### config.mk
export PLATFORM = sky130hd
export DESIGN_NAME = alu_cmd_sequencer
export DESIGN_NICKNAME = d
export VERILOG_FILES = /design/src/rtl/alu_pkg.sv /design/src/rtl/alu_ref_model.sv /design/src/rtl/alu_cmd_sequencer.sv
export SDC_FILE = /design/constraint.sdc
export NUM_CORES = 1
export LEC_CHECK = 0
export BUFFER_PORTS_ARGS = -buffer_cell sky130_fd_sc_hd__buf_2
export CORE_MARGIN = 4
export CORE_UTILIZATION = 55
export CTS_CLUSTER_SIZE = 16
export DETAILED_ROUTE_END_ITERATION = 8
export PLACE_DENSITY = 0.95
export REMOVE_ABC_BUFFERS = 1
export SLEW_MARGIN = 40
export SYNTH_ARGS = -nofsm -noshare
export SYNTH_HDL_FRONTEND = slang
export SYNTH_SLANG_ARGS = --single-unit
export TNS_END_PERCENT = 30
### constraint.sdc
create_clock -name clk -period 2.7 [get_ports clk]
set_clock_uncertainty 0.05 [all_clocks]
set_input_delay 0.54 -clock clk [delete_from_list [all_inputs] [get_ports clk]]
set_output_delay 0.54 -clock clk [all_outputs]
set_load 0.01 [all_outputs]
### src/rtl/alu_pkg.sv
// alu_pkg: definitions shared between the ALU and its command sequencer.
// Contents:
//   - the 3-bit opcode encodings ADD..EQU
//   - the sequencer state encoding IDLE/EXEC/RESP
//   - flag bit positions inside the 4-bit {neg, zero, overflow, carry} word
//   - is_cmp(), which marks the compare opcodes that do not write the accumulator
package alu_pkg;

  localparam logic [2:0] ADD  = 3'b000;
  localparam logic [2:0] SUB  = 3'b001;
  localparam logic [2:0] NOT  = 3'b010;
  localparam logic [2:0] AND  = 3'b011;
  localparam logic [2:0] OR   = 3'b100;
  localparam logic [2:0] XOR  = 3'b101;
  localparam logic [2:0] COMP = 3'b110;
  localparam logic [2:0] EQU  = 3'b111;

  typedef enum logic [1:0] {
    IDLE = 2'd0,
    EXEC = 2'd1,
    RESP = 2'd2
  } state_t;

  localparam int FLG_C = 0;
  localparam int FLG_V = 1;
  localparam int FLG_Z = 2;
  localparam int FLG_N = 3;

  // Compare opcodes run exactly once and leave the accumulator untouched.
  function automatic logic is_cmp(input logic [2:0] op);
    return (op == COMP) || (op == EQU);
  endfunction

endpackage

### src/rtl/alu_ref_model.sv
// alu_ref_model: combinational golden ALU. It produces the result only, and
// the sequencer instantiates it only when ALU_CHECK_EN is defined.
// Ports:
//   a, b : operands (DATAWIDTH)
//   op   : opcode (3 bits, encodings from alu_pkg)
//   r    : expected result (DATAWIDTH)
// Compare semantics: COMP gives 1 when a > b (unsigned). EQU gives 1 when a == b.
module alu_ref_model
  import alu_pkg::*;
#(
  parameter int DATAWIDTH = 8
) (
  input  logic [DATAWIDTH-1:0] a,
  input  logic [DATAWIDTH-1:0] b,
  input  logic [2:0]           op,
  output logic [DATAWIDTH-1:0] r
);

  always_comb begin
    r = '0;
    case (op)
      ADD:     r = a + b;
      SUB:     r = a - b;
      NOT:     r = ~a;
      AND:     r = a & b;
      OR:      r = a | b;
      XOR:     r = a ^ b;
      COMP:    r = (a > b) ? DATAWIDTH'(1) : '0;
      EQU:     r = (a == b) ? DATAWIDTH'(1) : '0;
      default: r = '0;
    endcase
  end

endmodule

### src/rtl/alu_cmd_sequencer.sv
// alu_cmd_sequencer: the initiator side of the ALU operand/opcode interface.
// It accepts a command on the cmd_* valid/ready stream. A load writes operand
// B into the accumulator. Any other command drives the ALU with
// {acc, cmd_b, cmd_op} and repeats the operation cmd_rep+1 times, feeding
// the result back as operand A. The final result and flags are returned on
// the rsp_* valid/ready stream.
// Ports:
//   clk, rst                         clock, synchronous active-high reset
//   cmd_valid/cmd_ready              command handshake
//   cmd_op, cmd_load, cmd_b, cmd_rep command fields
//   alu_a, alu_b, alu_op             registered drive to the combinational ALU
//   alu_r, alu_carry, alu_overflow   ALU outputs, sampled every EXEC cycle
//   rsp_valid/rsp_ready              response handshake
//   rsp_data, rsp_flags              result and {neg, zero, overflow, carry}
// Optional build macro ALU_CHECK_EN:
//   adds the chk_err output (sticky) and the chk_cnt output (16-bit,
//   saturating). These compare alu_r against an internal reference ALU on
//   every EXEC cycle.
module alu_cmd_sequencer
  import alu_pkg::*;
#(
  parameter int DATAWIDTH = 8,
  parameter int REPW      = 4
) (
  input  logic                 clk,
  input  logic                 rst,
`ifdef ALU_CHECK_EN
  output logic                 chk_err,
  output logic [15:0]          chk_cnt,
`endif
  input  logic                 cmd_valid,
  output logic                 cmd_ready,
  input  logic [2:0]           cmd_op,
  input  logic                 cmd_load,
  input  logic [DATAWIDTH-1:0] cmd_b,
  input  logic [REPW-1:0]      cmd_rep,
  output logic [DATAWIDTH-1:0] alu_a,
  output logic [DATAWIDTH-1:0] alu_b,
  output logic [2:0]           alu_op,
  input  logic [DATAWIDTH-1:0] alu_r,
  input  logic                 alu_carry,
  input  logic                 alu_overflow,
  output logic                 rsp_valid,
  input  logic                 rsp_ready,
  output logic [DATAWIDTH-1:0] rsp_data,
  output logic [3:0]           rsp_flags
);

  state_t               state_reg, state_next;
  logic [DATAWIDTH-1:0] acc_reg, acc_next;
  logic [DATAWIDTH-1:0] alu_a_reg, alu_a_next;
  logic [DATAWIDTH-1:0] alu_b_reg, alu_b_next;
  logic [2:0]           alu_op_reg, alu_op_next;
  logic [REPW-1:0]      rep_reg, rep_next;
  logic [REPW-1:0]      cnt_reg, cnt_next;
  logic                 c_sticky_reg, c_sticky_next;
  logic                 v_sticky_reg, v_sticky_next;
  logic [DATAWIDTH-1:0] rsp_data_reg, rsp_data_next;
  logic [3:0]           rsp_flags_reg, rsp_flags_next;
  logic                 c_now, v_now;

  assign alu_a     = alu_a_reg;
  assign alu_b     = alu_b_reg;
  assign alu_op    = alu_op_reg;
  assign rsp_data  = rsp_data_reg;
  assign rsp_flags = rsp_flags_reg;

  always_comb begin
    state_next     = state_reg;
    acc_next       = acc_reg;
    alu_a_next     = alu_a_reg;
    alu_b_next     = alu_b_reg;
    alu_op_next    = alu_op_reg;
    rep_next       = rep_reg;
    cnt_next       = cnt_reg;
    c_sticky_next  = c_sticky_reg;
    v_sticky_next  = v_sticky_reg;
    rsp_data_next  = rsp_data_reg;
    rsp_flags_next = rsp_flags_reg;
    c_now          = c_sticky_reg | alu_carry;
    v_now          = v_sticky_reg | alu_overflow;
    cmd_ready      = 1'b0;
    rsp_valid      = 1'b0;

    case (state_reg)
      IDLE: begin
        cmd_ready = 1'b1;
        if (cmd_valid) begin
          if (cmd_load) begin
            acc_next              = cmd_b;
            rsp_data_next         = cmd_b;
            rsp_flags_next        = '0;
            rsp_flags_next[FLG_N] = cmd_b[DATAWIDTH-1];
            rsp_flags_next[FLG_Z] = (cmd_b == '0);
            state_next            = RESP;
          end else begin
            alu_a_next    = acc_reg;
            alu_b_next    = cmd_b;
            alu_op_next   = cmd_op;
            // Compares ignore the repeat count, so they finish after one pass.
            rep_next      = is_cmp(cmd_op) ? '0 : cmd_rep;
            cnt_next      = '0;
            c_sticky_next = 1'b0;
            v_sticky_next = 1'b0;
            state_next    = EXEC;
          end
        end
      end

      EXEC: begin
        c_sticky_next = c_now;
        v_sticky_next = v_now;
        if (!is_cmp(alu_op_reg)) begin
          acc_next   = alu_r;
          alu_a_next = alu_r;
        end
        // Compare before incrementing. With rep = all-ones the counter stops
        // at the top value and never wraps into a further pass.
        if (cnt_reg == rep_reg) begin
          rsp_data_next         = alu_r;
          rsp_flags_next[FLG_N] = alu_r[DATAWIDTH-1];
          rsp_flags_next[FLG_Z] = (alu_r == '0);
          rsp_flags_next[FLG_V] = v_now;
          rsp_flags_next[FLG_C] = c_now;
          state_next            = RESP;
        end else begin
          cnt_next = cnt_reg + REPW'(1);
        end
      end

      RESP: begin
        rsp_valid = 1'b1;
        if (rsp_ready) begin
          state_next = IDLE;
        end
      end

      default: state_next = IDLE;
    endcase
  end

  always_ff @(posedge clk) begin
    if (rst) begin
      state_reg     <= IDLE;
      acc_reg       <= '0;
      alu_a_reg     <= '0;
      alu_b_reg     <= '0;
      alu_op_reg    <= '0;
      rep_reg       <= '0;
      cnt_reg       <= '0;
      c_sticky_reg  <= 1'b0;
      v_sticky_reg  <= 1'b0;
      rsp_data_reg  <= '0;
      rsp_flags_reg <= '0;
    end else begin
      state_reg     <= state_next;
      acc_reg       <= acc_next;
      alu_a_reg     <= alu_a_next;
      alu_b_reg     <= alu_b_next;
      alu_op_reg    <= alu_op_next;
      rep_reg       <= rep_next;
      cnt_reg       <= cnt_next;
      c_sticky_reg  <= c_sticky_next;
      v_sticky_reg  <= v_sticky_next;
      rsp_data_reg  <= rsp_data_next;
      rsp_flags_reg <= rsp_flags_next;
    end
  end

`ifdef ALU_CHECK_EN
  logic [DATAWIDTH-1:0] ref_r;
  logic                 chk_err_reg;
  logic [15:0]          chk_cnt_reg;
  logic                 mismatch;

  alu_ref_model #(
    .DATAWIDTH(DATAWIDTH)
  ) u_ref (
    .a  (alu_a_reg),
    .b  (alu_b_reg),
    .op (alu_op_reg),
    .r  (ref_r)
  );

  assign mismatch = (state_reg == EXEC) && (ref_r != alu_r);
  assign chk_err  = chk_err_reg;
  assign chk_cnt  = chk_cnt_reg;

  always_ff @(posedge clk) begin
    if (rst) begin
      chk_err_reg <= 1'b0;
      chk_cnt_reg <= '0;
    end else if (mismatch) begin
      chk_err_reg <= 1'b1;
      if (chk_cnt_reg != 16'hFFFF) begin
        chk_cnt_reg <= chk_cnt_reg + 16'd1;
      end
    end
  end
`endif

endmodule

==> results.txt, run 1 <==
----------------------------------------------------
[STA]
  Final total negative setup slack ... 0 ps
  Pins Over Slew Limit ... 0
  Ratio of final minimum period to clock period ... 75.8%
  Hold violation total from the final report ... 0
  Minimum clock period ... 2050 ps
  RSZ-0062 raised after global routing ... no
  Fin worst setup slack ... 655 ps
  Number of endpoints failing setup at the final stage ... 0
  Transition time at the pin with the least slew margin ... 684 ps
  Highest Clock Rate ... 489 MHz
  Slew HR ... 54.3%

[Floorplan]
  Standard-cell row count ... 23
  Die width ... 72.3 um
  Core footprint ... 4000 um^2
  Die area ... 5230 um^2
  Number of top-level pins ... 63
  Initial core utilization ... 56.8%
  Die Y-Extent ... 72.3 um

[Pwr]
  Power density over the cells ... 602 nW/um^2
  Leakage power summed over all cells ... 0.00110 uW
  Worst voltage drop across the vdd grid ... 0.000369 V

[Clocking]
  Root buf cell ... clkbuf_8
  Total number of clock tree sinks ... 50
  Clock insertion delay at the later pin of the skew report ... 310 ps
  CTS tree ... done
  Total of cells resized after clock tree synthesis ... 0
  Number of hold buffers added after cts ... 0
  Clock transition at path regs ... 90 ps
  Buffers inserted during post-CTS setup optimization ... 0
  Clock Tree Buf Depth ... 2
  Number of H-tree levels ... 2
  Number of clock buffers inserted by TritonCTS ... 5

[Cells and area]
  Layout fillers ... 346
  Multi-input gate area in the final layout ... 1160 um^2
  Final layout net count ... 358
  Seq. cell area ... 1000 um^2
  Number of antenna cells inserted ... 0
  Area Growth Syn to Fin ... 17.4%
  Share of post-route cells with drive strength above 1 ... 25.0%

[Placed design]
  Placer Congestion ... 0.838
  Post-DP HPWL ... 4120 um
  # port buffers ... 62
  Minimum setup slack after placement ... 585 ps

[Setup path]
  End point of the critical path ... acc_reg[3]$_SDFFE_PP0P_
  Crit path DAT ... 2210 ps
  Maximum fanout along the worst path ... 15
  Sort of element at the start of the critical path ... register
  Depth of the worst register-to-register path ... 4
  RR Endpoint ... acc_reg[3]$_SDFFE_PP0P_
  Setup slack on the worst flop-to-flop path ... 650 ps
  CP Launch Point ... state_reg[0]$_SDFFE_PP0P_
  Critical Path Sink Type ... register
  Crit path required time ... 2860 ps
  Worst r2r src ... state_reg[0]$_SDFFE_PP0P_
  Setup Crit Path Kind ... register to register

[Synth]
  Post-synth top area share ... 44.0%
  Netlist Area Pre-Place ... 2270 um^2
  Warnings from Yosys ... 0
  Synth cell count leaders ... dfxtp_1, nand2_1, a21oi_1
  Mapped Avg Cell Area ... 8.24 um^2
  Async SR Flop Fraction ... 0%
  Yosys cell types ... 43
  Synth top area cells ... dfxtp_1, a21oi_1, nand2_1
  Number of enable flip-flop cells after synthesis ... 0
  Sequential area share after synthesis ... 44.0%
  Most common flop cell mapped by yosys ... dfxtp_1
  Most common cell in the synthesized netlist ... dfxtp_1
  Instance count of the mapped netlist ... 276
  Synth Register Bits ... 50
  Post-synthesis cell type with the largest combined area ... dfxtp_1

[Worst hold path]
  Worst hold path class ... register to register

[Detailed routing]
  Number of DRC violations after detailed routing ... 0
  Aggregate routed wire length ... 5690 um
  Detailed-routing iteration count for the pre-antenna-repair pass ... 4
  Post-DR vias/cell ... 5.82
  Post-DR wirelength/cell ... 15.1 um
  Total number of vias ... 2201
  Starting DRT DRC Count ... 206
  Number of nets with antenna violations after detailed routing ... 0

[GRT]
  Total routing resource utilization after global routing ... 22.9%
  Maximum number of pins on one net before global-route repair ... 37
  Remaining global-route overflow ... 0
  Number of global-route vias before repair ... 2098
  Wire length of the first global-routing pass ... 9540 um
  Number of antenna violations at the first check in global routing ... 0

[Run status]
  Outcome ... finished clean

[Flow run]
  Maximum capacitance violations ... 0

----------------------------------------------------
metrics by stage:
step	total power, uW	std cells	cell area (um^2)	util, %	hold slack [ps]
finish	1610	378	2670	66.7	407
global route	1690	378	2670	66.7	439
CTS	1620	378	2670	66.7	410
detailed placement	1170	370	2570	64.3	397
global placement	1160	370	2570	64.3	389
floorplan	1030	253	2160	-	377
power breakdown:
| group | switching [uW] | internal [uW] |
|---|---|---|
| sequential | 39.4 | 794 |
| clock | 245 | 206 |
| combinational | 196 | 128 |
worst min path at each step:
stage,start,slack (ps),cells past startpoint,endpoint
final,alu_op[0]$_SDFFE_PP0P_,410,2,alu_op[0]$_SDFFE_PP0P_
after global routing,cmd_rep[0],440,3,rep_reg[0]$_SDFFE_PP0P_
after CTS,alu_b[6]$_SDFFE_PP0P_,410,2,alu_b[6]$_SDFFE_PP0P_
after detailed placement,alu_op[0]$_SDFFE_PP0P_,400,2,alu_op[0]$_SDFFE_PP0P_
after global placement,v_sticky_reg$_SDFFE_PP0P_,390,2,v_sticky_reg$_SDFFE_PP0P_
after floorplan,c_sticky_reg$_SDFFE_PP0P_,380,2,c_sticky_reg$_SDFFE_PP0P_
cells by family after synthesis:
group / Yosys count / share of synthesized area (%)
simple gates: 106 / 22.4
mux: 2 / 0.936
flops: 50 / 44.0
fa+ha+maj: 1 / 0.550
buf+inv: 24 / 5.01
compound gates: 89 / 25.5
xor+xnor: 4 / 1.54
layout make-up:
type	count	area share, %
repair buffers	67	13.0
multi-input cells	202	43.4
inverters	1	0.141
clock buffers	6	3.09
flip-flops and latches	50	37.5
well taps	50	2.34
clock inverters	2	0.469
critical path, stage by stage, from the launching register on:
cell and delay (ps):
dfxtp_1 430, nand3b_1 460, a21oi_2 660, nor2_1 110
a211oi_1 250
cell usage in the layout (no fill, tap or decap), types with 3 or more instances in the layout:
cell and instances:
buf_2 62, dfxtp_1 50, nand2_1 41, a21oi_1 37, nor2_1 21, a211oi_1 16
nand3_1 15, a31oi_1 12, and2_1 8, a22oi_1 6, clkbuf_8 6, buf_4 5
xor2_1 4, nor2b_1 3, o21ai_0 3, or4_1 3, nand2b_1 3
per-layer routing:
layer | GRT usage, % | vias to the layer above | part of all wire, %
met5 | 0 | - | 0
met4 | 9.19 | 0 | 1.7
met3 | 5.82 | 11 | 8.2
met2 | 36.5 | 90 | 48
met1 | 29.7 | 1005 | 42
li1 | - | 1095 | -
(Power assumes the default switching activity.)
==> run 2: changes to the inputs <==
CORE_UTILIZATION = 52   (was 55)
PLACE_DENSITY = 0.91   (was 0.95)
clock period = 1.9 ns   (was 2.7 ns; I/O delays follow)
==> run 2 against run 1 <==
  * Worst hold slack lost 140 ps
  * Register-to-register slack worse by 470 ps
  * Design area is 3.3% higher
  * Largest power group unchanged
==> results.txt, run 2 (synthesis results as in run 1) <==
----------------------------------------------------
[Placed design]
  Minimum setup slack after placement ... 26.0 ps (was 585 ps)
  # port buffers ... 62 (unchanged)
  Placer Congestion ... 0.874 (was 0.838)
  Cell total after placement ... 381 (was 370)
  Post-DP HPWL ... 4360 um (was 4120 um)

[Clocking]
  Number of H-tree levels ... 2 (unchanged)
  Clock insertion delay at the later pin of the skew report ... 310 ps (about the same)
  CTS tree ... done (unchanged)
  Number of clock buffers inserted by TritonCTS ... 5 (unchanged)
  Clock Tree Buf Depth ... 2 (unchanged)
  Root buf cell ... clkbuf_8 (unchanged)
  Clock transition at path regs ... 90 ps (about the same)
  Buffers inserted during post-CTS setup optimization ... 0 (unchanged)
  Total number of clock tree sinks ... 50 (unchanged)

[STA]
  Worst hold slack across all endpoints ... 265 ps (was 407 ps)
  Slew HR ... 70.2% (was 54.3%)
  Minimum clock period ... 1740 ps
  Highest Clock Rate ... 575 MHz
  Pins Over Slew Limit ... 0 (unchanged)
  RSZ-0062 raised after global routing ... no (unchanged)
  Final total negative setup slack ... 0 ps (unchanged)
  Transition time at the pin with the least slew margin ... 443 ps (was 684 ps)
  Ratio of final minimum period to clock period ... 91.5%
  Fin worst setup slack ... 161 ps (was 655 ps)
  Number of endpoints failing setup at the final stage ... 0 (unchanged)
  Hold violation total from the final report ... 0 (unchanged)

[Pwr]
  Internal Pwr Total ... 1590 uW (was 1130 uW)
  Net switching power ... 703 uW (was 480 uW)
  Share of total power in combinational logic ... 22.0% (was 20.1%)
  Proportion of power drawn by flip-flops and latches ... 51.6% (was 51.8%)
  Power density over the cells ... 833 nW/um^2 (was 602 nW/um^2)
  Sw Share ... 30.6% (was 29.9%)
  Total power ... 2290 uW (was 1610 uW)
  Leakage power summed over all cells ... 0.00114 uW (was 0.00110 uW)
  Clk pwr share ... 26.4% (was 28.1%)
  Worst voltage drop across the vdd grid ... 0.000536 V (was 0.000369 V)

[Detailed routing]
  Total number of vias ... 2324 (was 2201)
  Starting DRT DRC Count ... 243 (was 206)
  Post-DR wirelength/cell ... 15.6 um (was 15.1 um)
  Aggregate routed wire length ... 6070 um (was 5690 um)
  Post-DR vias/cell ... 5.99 (was 5.82)
  Detailed-routing iteration count for the pre-antenna-repair pass ... 5 (was 4)
  Number of DRC violations after detailed routing ... 0 (unchanged)
  Number of nets with antenna violations after detailed routing ... 0 (unchanged)

[Floorplan]
  Core footprint ... 4120 um^2 (was 4000 um^2)
  Die Y-Extent ... 74.1 um (was 72.3 um)
  Standard-cell row count ... 23 (unchanged)
  Die area ... 5490 um^2 (was 5230 um^2)
  Number of top-level pins ... 63 (unchanged)
  Initial core utilization ... 55.2% (was 56.8%)
  Die width ... 74.1 um (was 72.3 um)

[Setup path]
  Setup slack on the worst flop-to-flop path ... 180 ps (was 650 ps)
  Gate family responsible for the most delay along the worst path ... flip-flops (was compound AO/OA/AOI/OAI gates)
  Slowest stage delay, CP ... 540 ps (was 660 ps)
  Worst r2r src ... cnt_reg[1]$_SDFFE_PP0P_ (was state_reg[0]$_SDFFE_PP0P_)
  Critical path's slowest cell ... dfxtp_1 (was a21oi_2)
  Crit path DAT ... 1310 ps (was 2210 ps)
  Crit path required time ... 1470 ps (was 2860 ps)
  Depth of the worst register-to-register path ... 4 (unchanged)
  Maximum fanout along the worst path ... 9 (was 15)
  Sort of element at the start of the critical path ... register (unchanged)
  Critical Path Sink Type ... output port (was register)
  RR Endpoint ... rsp_flags[1]$_SDFFE_PP0P_ (was acc_reg[3]$_SDFFE_PP0P_)
  Critical path cell sequence ... inv_1 -> nor2_1 -> buf_2 (was nand3b_1 -> a21oi_2 -> nor2_1 -> a211oi_1)
  Worst path buffer plus inverter count ... 2 (was 0)
  CP Launch Point ... state_reg[1]$_SDFFE_PP0P_ (was state_reg[0]$_SDFFE_PP0P_)
  Setup Crit Path Kind ... register to output port (was register to register)

[GRT]
  Total routing resource utilization after global routing ... 22.0% (was 22.9%)
  Maximum number of pins on one net before global-route repair ... 38 (was 37)
  Remaining global-route overflow ... 0 (unchanged)
  Wire length of the first global-routing pass ... 9450 um (was 9540 um)
  Number of global-route vias before repair ... 2053 (was 2098)
  Number of antenna violations at the first check in global routing ... 0 (unchanged)

[Cells and area]
  Final layout net count ... 369 (was 358)
  Area Growth Syn to Fin ... 21.2% (was 17.4%)
  Number of antenna cells inserted ... 0 (unchanged)
  Share of post-route cells with drive strength above 1 ... 27.5% (was 25.0%)
  Commonest non-fill, non-tap cell in the layout ... buf_2 (unchanged)
  Layout fillers ... 336 (was 346)
  Final Instance Count excl. Fillers ... 388 (was 378)
  Most frequent cells in the layout ... buf_2, dfxtp_1, nand2_1 (unchanged)

[Worst hold path]
  Worst hold path class ... input pin to register (was register to register)
  Hold Crit Depth ... 3 (was 2)
  Worst-case hold path end point ... alu_op[2]$_SDFFE_PP0P_ (was alu_op[0]$_SDFFE_PP0P_)
  Startpoint of the lowest-slack hold path ... cmd_op[2] (was alu_op[0]$_SDFFE_PP0P_)

[Flow run]
  Maximum capacitance violations ... 0 (unchanged)

[Run status]
  Outcome ... finished clean (unchanged)

----------------------------------------------------
run 2: worst register-to-register path, cell delays in order, from the launching register on:
cell,delay (ps)
dfxtp_1,350
xor2_1,190
or4_4,630
a21oi_2,270
o32ai_2,120
run 2: cell type report:
type                            instances  area (um^2)  area share (%)
Clock inverter                          2         15.0           0.545
Sequential cell                        50         1000            36.3
Timing Repair Buffer                   78          443            16.1
Inverter                                1         3.75           0.136
Clock buffer                            5         68.8            2.50
Multi-Input combinational cell        202         1160            42.2
Tap cell                               50         62.6            2.27
run 2: through the flow:
stage / util, % / cell area (um^2)
floorplan: - / 2160
global placement: 64.9 / 2670
detailed placement: 64.9 / 2670
CTS: 66.9 / 2750
global route: 67.0 / 2760
finish: 67.0 / 2760
run 2: power groups by stage:
stage	Sequential, uW	Combinational, uW	Clock [uW]
final	1180	506	605
after global routing	1190	557	651
after CTS	1180	501	604
after detailed placement	1210	497	0
after global placement	1200	481	0
after floorplan	1220	241	0
run 2: layer usage:
metal	vias to the layer above	part of all wire [%]	GRT usage, %
met1	1078	43	29.7
met5	-	0	0
met2	109	47	36.0
met4	0	2.0	6.84
met3	18	8.9	3.92
li1	1119	-	-
run 2: how the worst max path moves through the flow:
stage	to	slack [ps]	depth (start not counted)
2_1_floorplan	acc_reg[5]$_SDFFE_PP0P_	120	4
3_3_place_gp	rsp_data[5]$_SDFFE_PP0P_	80	5
3_5_place_dp	rsp_flags[1]$_SDFFE_PP0P_	30	4
4_1_cts	rsp_flags[1]$_SDFFE_PP0P_	20	4
5_1_grt	rsp_flags[1]$_SDFFE_PP0P_	90	4
6_report	rsp_valid	160	3
run 2: what timing repair did:
action	4_1_cts	5_1_grt
endpoints found under the setup margin	0	7
hold buffers	0	0
resized for setup	0	1
